===== config.mk =====
export PLATFORM = sky130hd
export DESIGN_NAME = fifo_rd_stream
export DESIGN_NICKNAME = d
export VERILOG_FILES = /design/src/rtl/fifo_pkg.sv /design/src/rtl/fifo_rd_skid.sv /design/src/rtl/fifo_rd_stream.sv
export SDC_FILE = /design/constraint.sdc
export NUM_CORES = 1
export LEC_CHECK = 0
export BUFFER_PORTS_ARGS = -buffer_cell sky130_fd_sc_hd__buf_2
export CORE_UTILIZATION = 40
export CTS_CLUSTER_DIAMETER = 30
export CTS_CLUSTER_SIZE = 20
export DETAILED_ROUTE_END_ITERATION = 12
export PLACE_DENSITY = 0.73
export SYNTH_ARGS = -nofsm -noshare
export SYNTH_HDL_FRONTEND = slang
export SYNTH_SLANG_ARGS = --single-unit

===== constraint.sdc =====
create_clock -name clkb -period 2.25 [get_ports clkb]
set_input_delay 0.225 -clock clkb [delete_from_list [all_inputs] [get_ports clkb]]
set_output_delay 0.225 -clock clkb [all_outputs]
set_load 0.005 [all_outputs]

===== src/rtl/fifo_pkg.sv =====
// Shared definitions for the gray-pointer async FIFO and its read-side stream consumer.
package fifo_pkg;

    localparam int unsigned FIFO_DSIZE = 8;
    localparam int unsigned SKID_DEPTH = 2;
    localparam int unsigned OCC_W      = $clog2(SKID_DEPTH + 1);

    typedef enum logic [1:0] {
        StIdle  = 2'd0,
        StRun   = 2'd1,
        StDrain = 2'd2
    } rd_state_e;

endpackage


===== src/rtl/fifo_rd_skid.sv =====
// Two-entry skid buffer; the head entry drives the stream data directly.
module fifo_rd_skid
    import fifo_pkg::*;
#(
    parameter int unsigned DSIZE = FIFO_DSIZE
) (
    input  logic             clk_i,
    input  logic             rst_ni,
    input  logic             push_i,
    input  logic [DSIZE-1:0] data_i,
    input  logic             pop_i,
    output logic             valid_o,
    output logic [DSIZE-1:0] data_o,
    output logic [OCC_W-1:0] occ_o
);

    logic [DSIZE-1:0] head_q, head_d;
    logic [DSIZE-1:0] tail_q, tail_d;
    logic [OCC_W-1:0] occ_q, occ_d;

    always_comb begin
        head_d = head_q;
        tail_d = tail_q;
        occ_d  = occ_q;
        case ({push_i, pop_i})
            2'b10: begin
                if (occ_q == '0) begin
                    head_d = data_i;
                end else begin
                    tail_d = data_i;
                end
                occ_d = occ_q + OCC_W'(1);
            end
            2'b01: begin
                head_d = tail_q;
                occ_d  = occ_q - OCC_W'(1);
            end
            2'b11: begin
                // Simultaneous push/pop keeps occupancy; the new word lands behind any tail.
                if (occ_q == OCC_W'(1)) begin
                    head_d = data_i;
                end else begin
                    head_d = tail_q;
                    tail_d = data_i;
                end
            end
            default: ;
        endcase
    end

    always_ff @(posedge clk_i) begin
        if (!rst_ni) begin
            head_q <= '0;
            tail_q <= '0;
            occ_q  <= '0;
        end else begin
            head_q <= head_d;
            tail_q <= tail_d;
            occ_q  <= occ_d;
        end
    end

    assign valid_o = (occ_q != '0);
    assign data_o  = head_q;
    assign occ_o   = occ_q;

    overflow_a: assert property (@(posedge clk_i) disable iff (!rst_ni)
        !(push_i && !pop_i && (occ_q == OCC_W'(SKID_DEPTH))));
    underflow_a: assert property (@(posedge clk_i) disable iff (!rst_ni)
        !(pop_i && (occ_q == '0)));

endmodule


===== src/rtl/fifo_rd_stream.sv =====
// Async-FIFO read-side consumer: pops words and re-presents them as a valid/ready stream.
// Define FIFO_RD_STREAM_STATS_EN to add the stall_cnt/starve_cnt saturating counters.
module fifo_rd_stream
    import fifo_pkg::*;
#(
    parameter int unsigned DSIZE = FIFO_DSIZE,
    parameter int unsigned CNTW  = 16
) (
    input  logic             clkb,
    input  logic             rstnb,
    input  logic             en,
    output logic             rreqb,
    input  logic [DSIZE-1:0] rdatb,
    input  logic             emptyb,
    output logic             m_valid,
    output logic [DSIZE-1:0] m_data,
    input  logic             m_ready,
    output logic             idle,
    output logic [CNTW-1:0]  rd_cnt
`ifdef FIFO_RD_STREAM_STATS_EN
    ,
    output logic [CNTW-1:0]  stall_cnt,
    output logic [CNTW-1:0]  starve_cnt
`endif
);

    localparam logic [OCC_W:0] LevelMax = SKID_DEPTH[OCC_W:0];

    rd_state_e        state_q, state_d;
    logic             inflight_q, inflight_d;
    logic [CNTW-1:0]  rd_cnt_q, rd_cnt_d;
    logic [OCC_W-1:0] occ;
    logic [OCC_W:0]   level;
    logic             pop;

    fifo_rd_skid #(
        .DSIZE(DSIZE)
    ) u_skid (
        .clk_i  (clkb),
        .rst_ni (rstnb),
        .push_i (inflight_q),
        .data_i (rdatb),
        .pop_i  (pop),
        .valid_o(m_valid),
        .data_o (m_data),
        .occ_o  (occ)
    );

    assign pop = m_valid & m_ready;

    always_comb begin
        state_d = state_q;
        case (state_q)
            StIdle:  if (en) state_d = StRun;
            StRun:   if (!en) state_d = StDrain;
            StDrain: begin
                // Re-enabling keeps in-flight data; the capture path is independent of state.
                if (en) begin
                    state_d = StRun;
                end else if ((occ == '0) && !inflight_q) begin
                    state_d = StIdle;
                end
            end
            default: state_d = StIdle;
        endcase
    end

    // Buffer space after this cycle's pop must cover the word the request will return.
    always_comb begin
        level      = {1'b0, occ} + {{OCC_W{1'b0}}, inflight_q} - {{OCC_W{1'b0}}, pop};
        rreqb      = rstnb && (state_q == StRun) && !emptyb && (level < LevelMax);
        inflight_d = rreqb;
        rd_cnt_d   = rd_cnt_q + CNTW'(pop);
    end

    always_ff @(posedge clkb) begin
        if (!rstnb) begin
            state_q    <= StIdle;
            inflight_q <= 1'b0;
            rd_cnt_q   <= '0;
        end else begin
            state_q    <= state_d;
            inflight_q <= inflight_d;
            rd_cnt_q   <= rd_cnt_d;
        end
    end

    assign idle   = (state_q == StIdle);
    assign rd_cnt = rd_cnt_q;

`ifdef FIFO_RD_STREAM_STATS_EN
    logic [CNTW-1:0] stall_cnt_q, stall_cnt_d;
    logic [CNTW-1:0] starve_cnt_q, starve_cnt_d;

    always_comb begin
        stall_cnt_d  = stall_cnt_q;
        starve_cnt_d = starve_cnt_q;
        if (m_valid && !m_ready && (stall_cnt_q != '1)) begin
            stall_cnt_d = stall_cnt_q + CNTW'(1);
        end
        if ((state_q == StRun) && emptyb && (occ == '0) && (starve_cnt_q != '1)) begin
            starve_cnt_d = starve_cnt_q + CNTW'(1);
        end
    end

    always_ff @(posedge clkb) begin
        if (!rstnb) begin
            stall_cnt_q  <= '0;
            starve_cnt_q <= '0;
        end else begin
            stall_cnt_q  <= stall_cnt_d;
            starve_cnt_q <= starve_cnt_d;
        end
    end

    assign stall_cnt  = stall_cnt_q;
    assign starve_cnt = starve_cnt_q;
`endif

endmodule


Word level (Yosys, flattened, before mapping):

Cells that the tools add are included.

* register bits after elaboration: 37
* logic and storage cells: 52

* $lt $le $gt $ge: 1
* multiplexer cells: 12
* bitwise logic cells: 1
* $add $sub $neg: 5
* reduce and logical (&&, ||, !) cells: 15
* equal/unequal tests: 12

Operators by type and width (count)
* $mux 8: 4
* $pmux 8 s3: 1
* $add 16x1->16: 1
* $pmux 8 s2: 1
* $ne 2x2->1 const B: 5
* $mux 2: 4
* $eq 2x1->1 const B: 3
* $eq 2x2->1 const B: 3
* $pmux 2 s3: 1
* $reduce_and 3->1: 2
* $reduce_bool 2->1: 3
* $logic_and 1x1->1: 4
* $logic_not 2->1: 2
* $pmux 2 s2: 1
* $add 2x1->3: 1
* $lt 3x2->1 const B: 1
* $ne 3x3->1 const B: 1
* $reduce_bool 3->1: 1
* $sub 3x1->3: 1
* $add 2x1->2 const B: 1
* $logic_not 1->1: 2
* $reduce_and 2->1: 1
* $sub 2x1->2 const B: 1
* $and 1x1->1: 1

Depth between registers and ports, before layout:

* depth in word-level cells: 5
* gate-level depth with buffers: 10
* depth with buffers taken out: 10

Cells and area by module:

A second synthesis with hierarchy kept.

* cells, all modules: 184
* area, all modules: 1799.2 um^2

Modules (own cells, without submodules)
* fifo_rd_stream: area each 953.4 um^2, sequential area each 380.4 um^2, cells an instance 99, instances 1
* fifo_rd_skid: area each 845.8 um^2, sequential area each 360.3 um^2, cells an instance 85, instances 1

Worst setup path after synthesis:

No wires, ideal clock.

* path type: reg-to-output
* from: register u_skid.occ_q[1], in the netlist u_skid.occ_o[1]
* to: output port rreqb
* arrival time: 1933 ps
* path slack: 92 ps
* cell stages (with the launch flop): 9
* buffers on the path: 1
* path through: dfxtp_1 inv_1 ha_1 nor2b_1 buf_2 and2_1 fa_1 xor2_1 nor4_1

* cells in the longest elaborated chain, start to end: 5

RTL lines
* start, declared: RTL line fifo_rd_skid.sv:19 `logic [OCC_W-1:0] occ_q, occ_d;`
* start signal, assigned: RTL line fifo_rd_skid.sv:55 `occ_q <= '0;`
* start signal, assigned: RTL line fifo_rd_skid.sv:59 `occ_q <= occ_d;`
* branches (longest 2 deep; another with $add 2x1->3)
* $sub 3x1->3 (*): RTL line fifo_rd_stream.sv:70 `level = {1'b0, occ} + {{OCC_W{1'b0}}, inflight_q} - {{OCC_W{1'b0}}, pop};`
* $lt 3x2->1 (*): RTL line fifo_rd_stream.sv:71 `rreqb = rstnb && (state_q == StRun) && !emptyb && (level < LevelMax);`
* $logic_and 1x1->1 (*): RTL line fifo_rd_stream.sv:71
* end, declared: RTL line fifo_rd_stream.sv:12 `output logic rreqb,`

Mark *: on every way between the ends.

Worst setup path in the final report:

Same ends and word-level chain as after synthesis.

==> key figures <==
Status
  • Status: complete, but fails checks
  • Violations in the final reports: setup timing

Worst setup path
  • Critical path buffer and inverter count: 2
  • Origin of the critical flop-to-flop path: u_skid.occ_o[1]
  • CP startpoint kind: flip-flop
  • Critical Path Most Common Cell: nand2_1
  • Setup Crit Path Kind: reg2out
  • Worst reg-to-reg path cell count: 11
  • Largest incremental delay on the critical path: about 0.53 ns
  • Largest fanout on the critical path: 3
  • Total stage count of the critical path: 9
  • Worst Setup End Kind: output port
  • Arrival @ worst endpoint: roughly 2.1 ns
  • Reg2reg end: rd_cnt[10]
  • Slack of the worst reg-to-reg path: around 0.21 ns
  • Cell family with most CP delay: adder cells
  • Sequence of cells on the critical path: inv_2 -> ha_2 -> nand2b_4 -> xnor2_2 -> nand2_1 -> fa_2 -> nand2_1 -> nor4_2 -> buf_2
  • Worst EP required: between 2 and 2.5 ns
  • Slowest library cell on the worst path: fa_2

STA
  • Share of the clock period used by the worst path: 103%
  • Total count of hold-check failures in the final report: 0
  • Maximum achievable frequency: 0.431 GHz
  • Clock Skew: 0.00531 ns
  • Relative max-transition margin: between 60% and 70%
  • Slew at the pin with the worst max-slew slack: between 0.5 and 0.6 ns
  • Number of setup violations in the final report: 1
  • Worst setup slack after layout: -0.0723 ns
  • Final worst hold slack: 0.122 ns
  • Final number of max-transition violations: 0
  • Period minus WS final: between 2 and 2.5 ns
  • Setup repair after global routing missed its margin: yes

Synth
  • Number of library cell types mapped by synthesis: 29
  • Area share of fa/ha/maj cells after synthesis: under 10%
  • Dominant combinational cell family by area after synthesis: simple AND/OR/NAND/NOR gates
  • Number of flops mapped to enable cells by yosys: 0
  • Mean Syn Cell Area: ~8.9 µm²
  • Total number of yosys warnings: 0
  • Cell with the most instances after synthesis: dfxtp_1
  • Cell taking the most area after synthesis: dfxtp_1
  • Share of the synthesized area in compound gates (AO/OA/AOI/OAI): approximately 8.2%
  • Number of nets in the synthesized netlist: 208
  • Gate count of the mapped netlist: between 150 and 200
  • List of most frequent post-synthesis cells: dfxtp_1, nor2_1, nand2_1
  • Fraction of the mapped netlist area in simple logic gates: 25.3%
  • Parity-gate share of the synthesized area counting xor and xnor cells: approximately 6.3%
  • Number of synthesized register bits: 37
  • Multiplexer fraction of the synthesized cell area: just under 8%
  • Area share of the largest cell type after synthesis: roughly 44%
  • Post-synth design cell area: about 0.0017 mm²
  • Prevailing post-synth register cell: dfxtp_1
  • Share of flip-flops with an asynchronous set or reset: 0%
  • Seq/Total Area, Yosys: between 40% and 50%
  • Largest cells by area after synthesis: dfxtp_1, mux2i_1, nor2_1

Floorplanning
  • Width of the die: 66.7 µm
  • Starting density of the core: roughly two fifths
  • Core ar.: around 0.0040 mm²
  • Die Height: 66.7 µm
  • Row Count: 23
  • Area of the die: about 0.0044 mm²
  • IO Pins: 40

Route
  • Wire length per cell after detailed routing: 12.2 µm
  • Drt via density: 5.03
  • Number of DRC markers after the initial detailed-route iteration: 85
  • Post-route DRC violation count: 0
  • Final wirelength: about 3.5 mm
  • Pre-antenna DRT Iters: 4
  • Final ANT Viol Nets: 0
  • Via count: ~1500

GRT
  • Number of antenna violations at the first check in global routing: 0
  • Maximum number of pins on one net before global-route repair: 18
  • Total global routing overflow: 0
  • Global-route total usage across every layer: 16.8%
  • Global-route wire length before repair: 5.62 mm
  • Vias in the first global route: roughly 1300

Placement
  • Final weighted congestion in routability-driven placement: ~0.89
  • Port Buffer Count: 39
  • Post-place instance area: 0.00196 mm²
  • Post-detail-place hpwl: approximately 2.5 mm

Cells and area
  • Fraction of final layout cells with drive strength greater than 1: between 20 and 30%
  • Net count reported at finish: 258
  • Area growth from synthesis to layout: 25.3%
  • Antenna fix cells: 0
  • Post-route standard cell area excluding fillers: 0.00210 mm²
  • Number of fillers in the final layout: roughly 370

Clocking
  • Count of H-tree levels built during CTS: 2
  • CTS sink cnt: 37
  • CTS root buffer: clkbuf_8
  • Worst skew pair latency: approximately 0.28 ns
  • Cts-stage hold buffer count: 0
  • CTS tree: yes
  • Clock-pin slew reported for the worst setup and hold paths after clock tree synthesis: ~0.070 ns
  • Number of CTS-inserted buffers: 5
  • Max clock buf depth: 2

Worst hold path
  • Worst Hold Class: in2reg
  • Start point of the worst hold path: en
  • Instance count along the most critical hold path: 2
  • Worst-case hold path end point: state_q[1]

Pwr
  • Total power per unit cell area: about 960 mW/mm²
  • Cell leakage power: 0.927 nW
  • Worst IR Drop VDD: 0.662 mV

Run
  • Max-cap viol count: 0
[worst max-delay path by stage]
stage / start / slack [ns] / endpoint
after floorplan: u_skid.occ_o[1] / 0.09 / rreqb
after global placement: u_skid.occ_o[1] / 0.14 / rreqb
after detailed placement: u_skid.occ_o[1] / 0.07 / rreqb
after CTS: u_skid.occ_o[0] / -0.10 / rreqb
after global routing: u_skid.occ_o[1] / -0.19 / rreqb
final: u_skid.occ_o[1] / -0.07 / rreqb
[cell families after synthesis]
logic type,count (synthesis)
AOI/OAI and AO/OA,16
muxes,13
DFF,37
and+or+nand+nor,91
adders and majority gates,6
buffers and inverters,14
xor gates and xnor gates,12
[report_power, final]
group          switching, W  total [W]  internal [W]
sequential        0.0000435   0.000792      0.000748
clock              0.000225   0.000440      0.000215
combinational      0.000418   0.000782      0.000364
[layer usage]
metal  wire (µm)  vias up  GRT usage [%]  share of wire (%)
met1        1660      684           21.5                 47
met3         108        7           3.77                3.1
li1            -      745              -                  -
met4          69        0           9.04                2.0
met5           0        -              0                  0
met2        1690       23           25.8                 48
[through the flow]
step / setup WS (ns) / cells / util [%] / total power [W] / setup TNS [ns]
floorplan: 0.0918 / 189 / - / 0.00124 / 0
global route: -0.195 / 290 / 52.5 / 0.00217 / -0.195
global placement: 0.137 / 279 / 49.0 / 0.00147 / 0
detailed placement: 0.0716 / 279 / 49.0 / 0.00149 / 0
CTS: -0.105 / 288 / 51.8 / 0.00199 / -0.105
finish: -0.0723 / 290 / 52.5 / 0.00201 / -0.0723
[final cells by class]
| class | instances | area, µm² | share of cell area, % |
|---|---|---|---|
| Multi-Input combinational cell | 138 | 911 | 43.4 |
| Clock buffer | 6 | 72.6 | 3.46 |
| Clock inverter | 2 | 10.0 | 0.477 |
| Tap cell | 50 | 62.6 | 2.98 |
| Inverter | 8 | 30.0 | 1.43 |
| Timing Repair Buffer | 49 | 270 | 12.9 |
| Sequential cell | 37 | 742 | 35.4 |
[cell usage in the layout, fill, tap and decap left out, types with 6 or more instances in the layout]
cell and count:
a311oi_1 8, buf_2 39, buf_4 10, dfxtp_1 36
inv_1 6, mux2i_1 13, nand2_1 25, nand3_1 16
nor2_1 29, xnor2_1 8
[registers in the layout, summed over array words and instances, names as in the netlist]
signal	count
u_skid.data_o	8
u_skid.occ_o	2
u_skid.tail_q	8
state_q	2
inflight_q	1
rd_cnt	16
[repair_timing]
action	4_1_cts	5_1_grt
pin swaps	2	1
buffers inserted	1	2
endpoints found under the setup margin	1	1
gates resized for setup	6	2
(Power assumes the default switching activity.)
